**src/rtl/vga_timing_pkg.sv**
```systemverilog
// Shared types and standard mode timings for the VGA raster timing generator.
// Optional frame counter in vga_timing_gen is enabled by defining VGA_TIMING_FRAME_CNT_EN.
package vga_timing_pkg;

  // Widest coordinate any configuration may use; pipeline entries are sized to it.
  localparam int VGA_CW_MAX = 16;

  localparam int VGA640_H_VISIBLE = 640;
  localparam int VGA640_H_FRONT   = 16;
  localparam int VGA640_H_SYNC    = 96;
  localparam int VGA640_H_BACK    = 48;
  localparam int VGA640_V_VISIBLE = 480;
  localparam int VGA640_V_FRONT   = 10;
  localparam int VGA640_V_SYNC    = 2;
  localparam int VGA640_V_BACK    = 33;
  localparam bit VGA640_H_POL     = 1'b0;
  localparam bit VGA640_V_POL     = 1'b0;
  localparam int VGA640_CW        = 10;

  localparam int VGA800_H_VISIBLE = 800;
  localparam int VGA800_H_FRONT   = 40;
  localparam int VGA800_H_SYNC    = 128;
  localparam int VGA800_H_BACK    = 88;
  localparam int VGA800_V_VISIBLE = 600;
  localparam int VGA800_V_FRONT   = 1;
  localparam int VGA800_V_SYNC    = 4;
  localparam int VGA800_V_BACK    = 23;
  localparam bit VGA800_H_POL     = 1'b1;
  localparam bit VGA800_V_POL     = 1'b1;
  localparam int VGA800_CW        = 11;

  typedef struct packed {
    logic [VGA_CW_MAX-1:0] x;
    logic [VGA_CW_MAX-1:0] y;
    logic                  de;
    logic                  hs_act;
    logic                  vs_act;
    logic                  sol;
    logic                  sof;
  } vga_tim_entry_t;

  // All-zero entry: invisible, syncs inactive, no strobes.
  localparam vga_tim_entry_t VGA_BLANK_ENTRY = '0;

endpackage

```
**src/rtl/vga_timing_delay.sv**
```systemverilog
// Advance-gated shift register of raster entries; its depth is the fetch-to-display lead.
module vga_timing_delay
  import vga_timing_pkg::*;
#(
  parameter int DEPTH = 2
) (
  input  logic           clk,
  input  logic           rst,
  input  logic           adv,
  input  vga_tim_entry_t din,
  output vga_tim_entry_t dout,
  output vga_tim_entry_t pre_last
);

  vga_tim_entry_t stage_q [DEPTH];
  vga_tim_entry_t stage_d [DEPTH];

  always_comb begin
    for (int i = 0; i < DEPTH; i++) begin
      stage_d[i] = stage_q[i];
    end
    if (adv) begin
      stage_d[0] = din;
      for (int i = 1; i < DEPTH; i++) begin
        stage_d[i] = stage_q[i-1];
      end
    end
  end

  always_ff @(posedge clk) begin
    if (rst) begin
      for (int i = 0; i < DEPTH; i++) begin
        stage_q[i] <= VGA_BLANK_ENTRY;
      end
    end else begin
      for (int i = 0; i < DEPTH; i++) begin
        stage_q[i] <= stage_d[i];
      end
    end
  end

  assign dout = stage_q[DEPTH-1];

  // Entry that the next advance moves into the display slot, used to time the strobes.
  generate
    if (DEPTH == 1) begin : g_pre_din
      assign pre_last = din;
    end else begin : g_pre_stage
      assign pre_last = stage_q[DEPTH-2];
    end
  endgenerate

endmodule

```
**src/rtl/vga_timing_gen.sv**
```systemverilog
// Raster timing generator: fetch counters lead the sync/enable/strobe outputs by LOOKAHEAD advances.
// Define VGA_TIMING_FRAME_CNT_EN to build the frame_count counter; otherwise frame_count is tied to 0.
module vga_timing_gen
  import vga_timing_pkg::*;
#(
  parameter int H_VISIBLE  = VGA640_H_VISIBLE,
  parameter int H_FRONT    = VGA640_H_FRONT,
  parameter int H_SYNC     = VGA640_H_SYNC,
  parameter int H_BACK     = VGA640_H_BACK,
  parameter int V_VISIBLE  = VGA640_V_VISIBLE,
  parameter int V_FRONT    = VGA640_V_FRONT,
  parameter int V_SYNC     = VGA640_V_SYNC,
  parameter int V_BACK     = VGA640_V_BACK,
  parameter bit H_SYNC_POL = VGA640_H_POL,
  parameter bit V_SYNC_POL = VGA640_V_POL,
  parameter int LOOKAHEAD  = 2,
  parameter int CW         = VGA640_CW,
  parameter int FCW        = 16
) (
  input  logic           clk,
  input  logic           rst,
  input  logic           pix_en,
  output logic [CW-1:0]  fetch_x,
  output logic [CW-1:0]  fetch_y,
  output logic           fetch_valid,
  output logic [CW-1:0]  x,
  output logic [CW-1:0]  y,
  output logic           display_en,
  output logic           h_sync,
  output logic           v_sync,
  output logic           line_start,
  output logic           frame_start,
  output logic           vblank,
  output logic [FCW-1:0] frame_count
);

  localparam int H_TOTAL = H_VISIBLE + H_FRONT + H_SYNC + H_BACK;
  localparam int V_TOTAL = V_VISIBLE + V_FRONT + V_SYNC + V_BACK;

  generate
    if (LOOKAHEAD < 1 || LOOKAHEAD > 4) begin : g_bad_lookahead
      $error("vga_timing_gen: LOOKAHEAD must be in 1..4");
    end
    if (CW > VGA_CW_MAX || (H_TOTAL - 1) >= (1 << CW) || (V_TOTAL - 1) >= (1 << CW)) begin : g_bad_cw
      $error("vga_timing_gen: CW too narrow for the configured totals");
    end
  endgenerate

  localparam logic [CW-1:0] H_LAST = CW'(H_TOTAL - 1);
  localparam logic [CW-1:0] V_LAST = CW'(V_TOTAL - 1);
  localparam logic [CW-1:0] H_VIS  = CW'(H_VISIBLE);
  localparam logic [CW-1:0] V_VIS  = CW'(V_VISIBLE);
  localparam logic [CW-1:0] H_SS   = CW'(H_VISIBLE + H_FRONT);
  localparam logic [CW-1:0] H_SE   = CW'(H_VISIBLE + H_FRONT + H_SYNC);
  localparam logic [CW-1:0] V_SS   = CW'(V_VISIBLE + V_FRONT);
  localparam logic [CW-1:0] V_SE   = CW'(V_VISIBLE + V_FRONT + V_SYNC);

  logic [CW-1:0]  fx_q, fx_d, fy_q, fy_d;
  logic           line_start_q, line_start_d;
  logic           frame_start_q, frame_start_d;
  vga_tim_entry_t fetch_ent, disp_ent, pre_ent;

  always_comb begin
    fx_d = fx_q;
    fy_d = fy_q;
    if (pix_en) begin
      if (fx_q == H_LAST) begin
        fx_d = '0;
        fy_d = (fy_q == V_LAST) ? '0 : fy_q + CW'(1);
      end else begin
        fx_d = fx_q + CW'(1);
      end
    end
  end

  always_comb begin
    fetch_ent        = VGA_BLANK_ENTRY;
    fetch_ent.x      = VGA_CW_MAX'(fx_q);
    fetch_ent.y      = VGA_CW_MAX'(fy_q);
    fetch_ent.de     = (fx_q < H_VIS) && (fy_q < V_VIS);
    fetch_ent.hs_act = (fx_q >= H_SS) && (fx_q < H_SE);
    fetch_ent.vs_act = (fy_q >= V_SS) && (fy_q < V_SE);
    fetch_ent.sol    = (fx_q == '0);
    fetch_ent.sof    = (fx_q == '0) && (fy_q == '0);
  end

  vga_timing_delay #(
    .DEPTH (LOOKAHEAD)
  ) u_delay (
    .clk      (clk),
    .rst      (rst),
    .adv      (pix_en),
    .din      (fetch_ent),
    .dout     (disp_ent),
    .pre_last (pre_ent)
  );

  // Strobes fire only on the advance that moves a start entry into the display slot.
  always_comb begin
    line_start_d  = pix_en & pre_ent.sol;
    frame_start_d = pix_en & pre_ent.sof;
  end

  always_ff @(posedge clk) begin
    if (rst) begin
      fx_q          <= '0;
      fy_q          <= '0;
      line_start_q  <= 1'b0;
      frame_start_q <= 1'b0;
    end else begin
      fx_q          <= fx_d;
      fy_q          <= fy_d;
      line_start_q  <= line_start_d;
      frame_start_q <= frame_start_d;
    end
  end

`ifdef VGA_TIMING_FRAME_CNT_EN
  logic [FCW-1:0] frame_cnt_q, frame_cnt_d;

  always_comb begin
    frame_cnt_d = frame_cnt_q;
    if (frame_start_d) begin
      frame_cnt_d = frame_cnt_q + FCW'(1);
    end
  end

  always_ff @(posedge clk) begin
    if (rst) begin
      frame_cnt_q <= '0;
    end else begin
      frame_cnt_q <= frame_cnt_d;
    end
  end

  assign frame_count = frame_cnt_q;
`else
  assign frame_count = '0;
`endif

  assign fetch_x     = fx_q;
  assign fetch_y     = fy_q;
  assign fetch_valid = fetch_ent.de;
  assign x           = disp_ent.x[CW-1:0];
  assign y           = disp_ent.y[CW-1:0];
  assign display_en  = disp_ent.de;
  assign h_sync      = disp_ent.hs_act ^ ~H_SYNC_POL;
  assign v_sync      = disp_ent.vs_act ^ ~V_SYNC_POL;
  assign vblank      = disp_ent.y[CW-1:0] >= V_VIS;
  assign line_start  = line_start_q;
  assign frame_start = frame_start_q;

  logic unused_entry_bits;
  assign unused_entry_bits = ^{disp_ent, pre_ent};

endmodule

```
**config.mk**
```make
export PLATFORM = sky130hd
export DESIGN_NAME = vga_timing_gen
export DESIGN_NICKNAME = d
export VERILOG_FILES = /design/src/rtl/vga_timing_pkg.sv /design/src/rtl/vga_timing_delay.sv /design/src/rtl/vga_timing_gen.sv
export SDC_FILE = /design/constraint.sdc
export NUM_CORES = 1
export LEC_CHECK = 0
export BUFFER_PORTS_ARGS = -buffer_cell sky130_fd_sc_hd__buf_2
export CAP_MARGIN = 20
export CORE_MARGIN = 4
export CORE_UTILIZATION = 51
export CTS_CLUSTER_SIZE = 24
export DETAILED_ROUTE_END_ITERATION = 16
export PLACE_DENSITY = 0.76
export SYNTH_ARGS = -nofsm -noshare
export SYNTH_HDL_FRONTEND = slang
export SYNTH_HIERARCHICAL = 1
export SYNTH_SLANG_ARGS = --single-unit
```
**constraint.sdc**
```tcl
create_clock -name clk -period 1.55 [get_ports clk]
set_input_delay 0.31 -clock clk [delete_from_list [all_inputs] [get_ports clk]]
set_output_delay 0.31 -clock clk [all_outputs]
set_load 0.02 [all_outputs]
```
==> metrics <==
most frequent cells in the layout=66 x dfxtp_1, 64 x nor2_1, 49 x mux2i_1; WP data required=1.24 ns; kind of critical path=flip-flop to output pin; crit path buf inv count=2; PD cells=945 mW/mm^2; clk_lat worst skew=0.35 ns; vias post-DR=2330; global-route wire length before repair=10400 um; P_leak=1.80 nW; die span in x=87.6 um; fin. max-slew vios=0; most used cell, CP=buf_6; total global routing overflow=0; CTS root buf=clkbuf_8; n_diodes=0; final setup margin=-0.0930 ns; vias in the first global route=2209; DR WL/cell=13.8 um; port bufs=49; Syn Inst Count=333; Fmax=609 MHz; critical path depth=4; total track usage=0.174; status=finished, violations left; Max stage delay on crit path=0.33 ns; Avg Vias per Cell=5.07; cell area after synthesis=0.00323 sq mm; Core Rows=28; startpoint types=flip-flop; Worst Skew=0.00971 ns; H-tree depth=3; worst slack, placed=0.0252 ns; period utilization=1.06; Core Area=0.00603 sq mm; RSZ-0062 raised after global routing=true; syn_area_per_cell=9.71 sq um; RD Place Congestion=0.846; TritonRoute pass-1 iters=4; minimum hold slack=0.276 ns; DR iter-0 viols=99; CP max FO=2; Final Util=0.608; WHS Path Cells=2; Worst-path clk slew=0.07 ns; Worst VDD drop=668 uV; fin crit period=1.64 ns; CP delay by family, top=flip-flops; Arrival @ worst endpoint=1.33 ns; total CTS buffers=9; commonest non-fill, non-tap cell in the layout=dfxtp_1; Final HPWL DP=4430 um; final setup fails=1; worst-case reg-to-reg path depth=6; Hold-fix buffers, CTS=0; Die Y=87.6 um; max cap viols=0; hold crit path type=primary input to flip-flop; Routed Antenna Nets=0; largest net degree at the start of global routing=49; antenna violations before repair=0; Placed Instance Area=0.00338 sq mm; failing checks=negative setup slack; Ports=66; fin area=0.00366 sq mm; Initial Util=0.537; Post-route DRC=0; endpoint class of the critical path=output pin; TNS Setup=-0.0930 ns; final WL=6360 um; critical path, cell by cell=buf_6 > o21a_4 > nor3_4 > buf_6; layout cells sized above 1=0.291; clk buf depth=2; total die area=0.00768 sq mm; clk sinks=70; CTS tree=yes; Syn-to-layout area delta=13.4%; Final Hold Viols=0; Final nets=388; CP max-delay cell=dfxtp_2; YS warnings=6
## stage by stage
stage          power [mW]  std cells
2_1_floorplan        2.10        348
3_3_place_gp         2.08        442
3_5_place_dp         2.09        442
4_1_cts              3.49        460
5_1_grt              3.59        460
6_report             3.46        460
## state kept, by name (all words and copies together) (netlist names)
name             cells
frame_start          1
line_start           1
fetch_y             10
u_delay/stage_q     48
fetch_x             10
## per-layer routing
layer,track usage,routed length (um)
met1,0.218,2910
met2,0.286,2970
met3,0.0470,377
met4,0.0669,99
met5,0,0
## final cells by class
| type | instances | area, sq um |
|---|---|---|
| timing repair buffer | 80 | 504 |
| inverter | 7 | 26.3 |
| sequential | 70 | 1410 |
| clock inverter | 4 | 47.5 |
| tap | 75 | 93.8 |
| multi-input combinational | 213 | 1450 |
| fill | 503 | 2360 |
| clock buffer | 11 | 141 |
## repair_timing
| item | in CTS | in global routing |
|---|---|---|
| gates resized for setup | 12 | 11 |
| setup buffers | 3 | 0 |
| endpoints found under the setup margin | 2 | 18 |
| gates cloned | 0 | 0 |
| pin swaps | 2 | 0 |
## where the power goes
| part | leakage [nW] | internal [mW] | switching (mW) |
|---|---|---|---|
| registers | 0.567 | 1.82 | 0.00915 |
| logic | 1.14 | 0.0777 | 0.147 |
| clock network | 0.0952 | 0.772 | 0.640 |
| total | 1.80 | 2.67 | 0.795 |
## worst reg2reg max path: stages, from the launching register on
cell,delay (ns)
dfxtp_1,0.32
ha_1,0.22
and4_4,0.22
nand3_2,0.11
o21ai_1,0.08
buf_4,0.15
a311oi_1,0.24
## path summary, 6_finish.rpt
check | slack (ns) | to | from
setup / recovery | -0.09 | fetch_valid | fetch_x[8]
hold / removal | 0.28 | fetch_x[2] | rst
setup reg to reg | 0.12 | fetch_y[4] | fetch_x[0]
hold reg to reg | 0.49 | u_delay/stage_q[0][58] | u_delay/stage_q[0][58]
(Power assumes the default switching activity.)
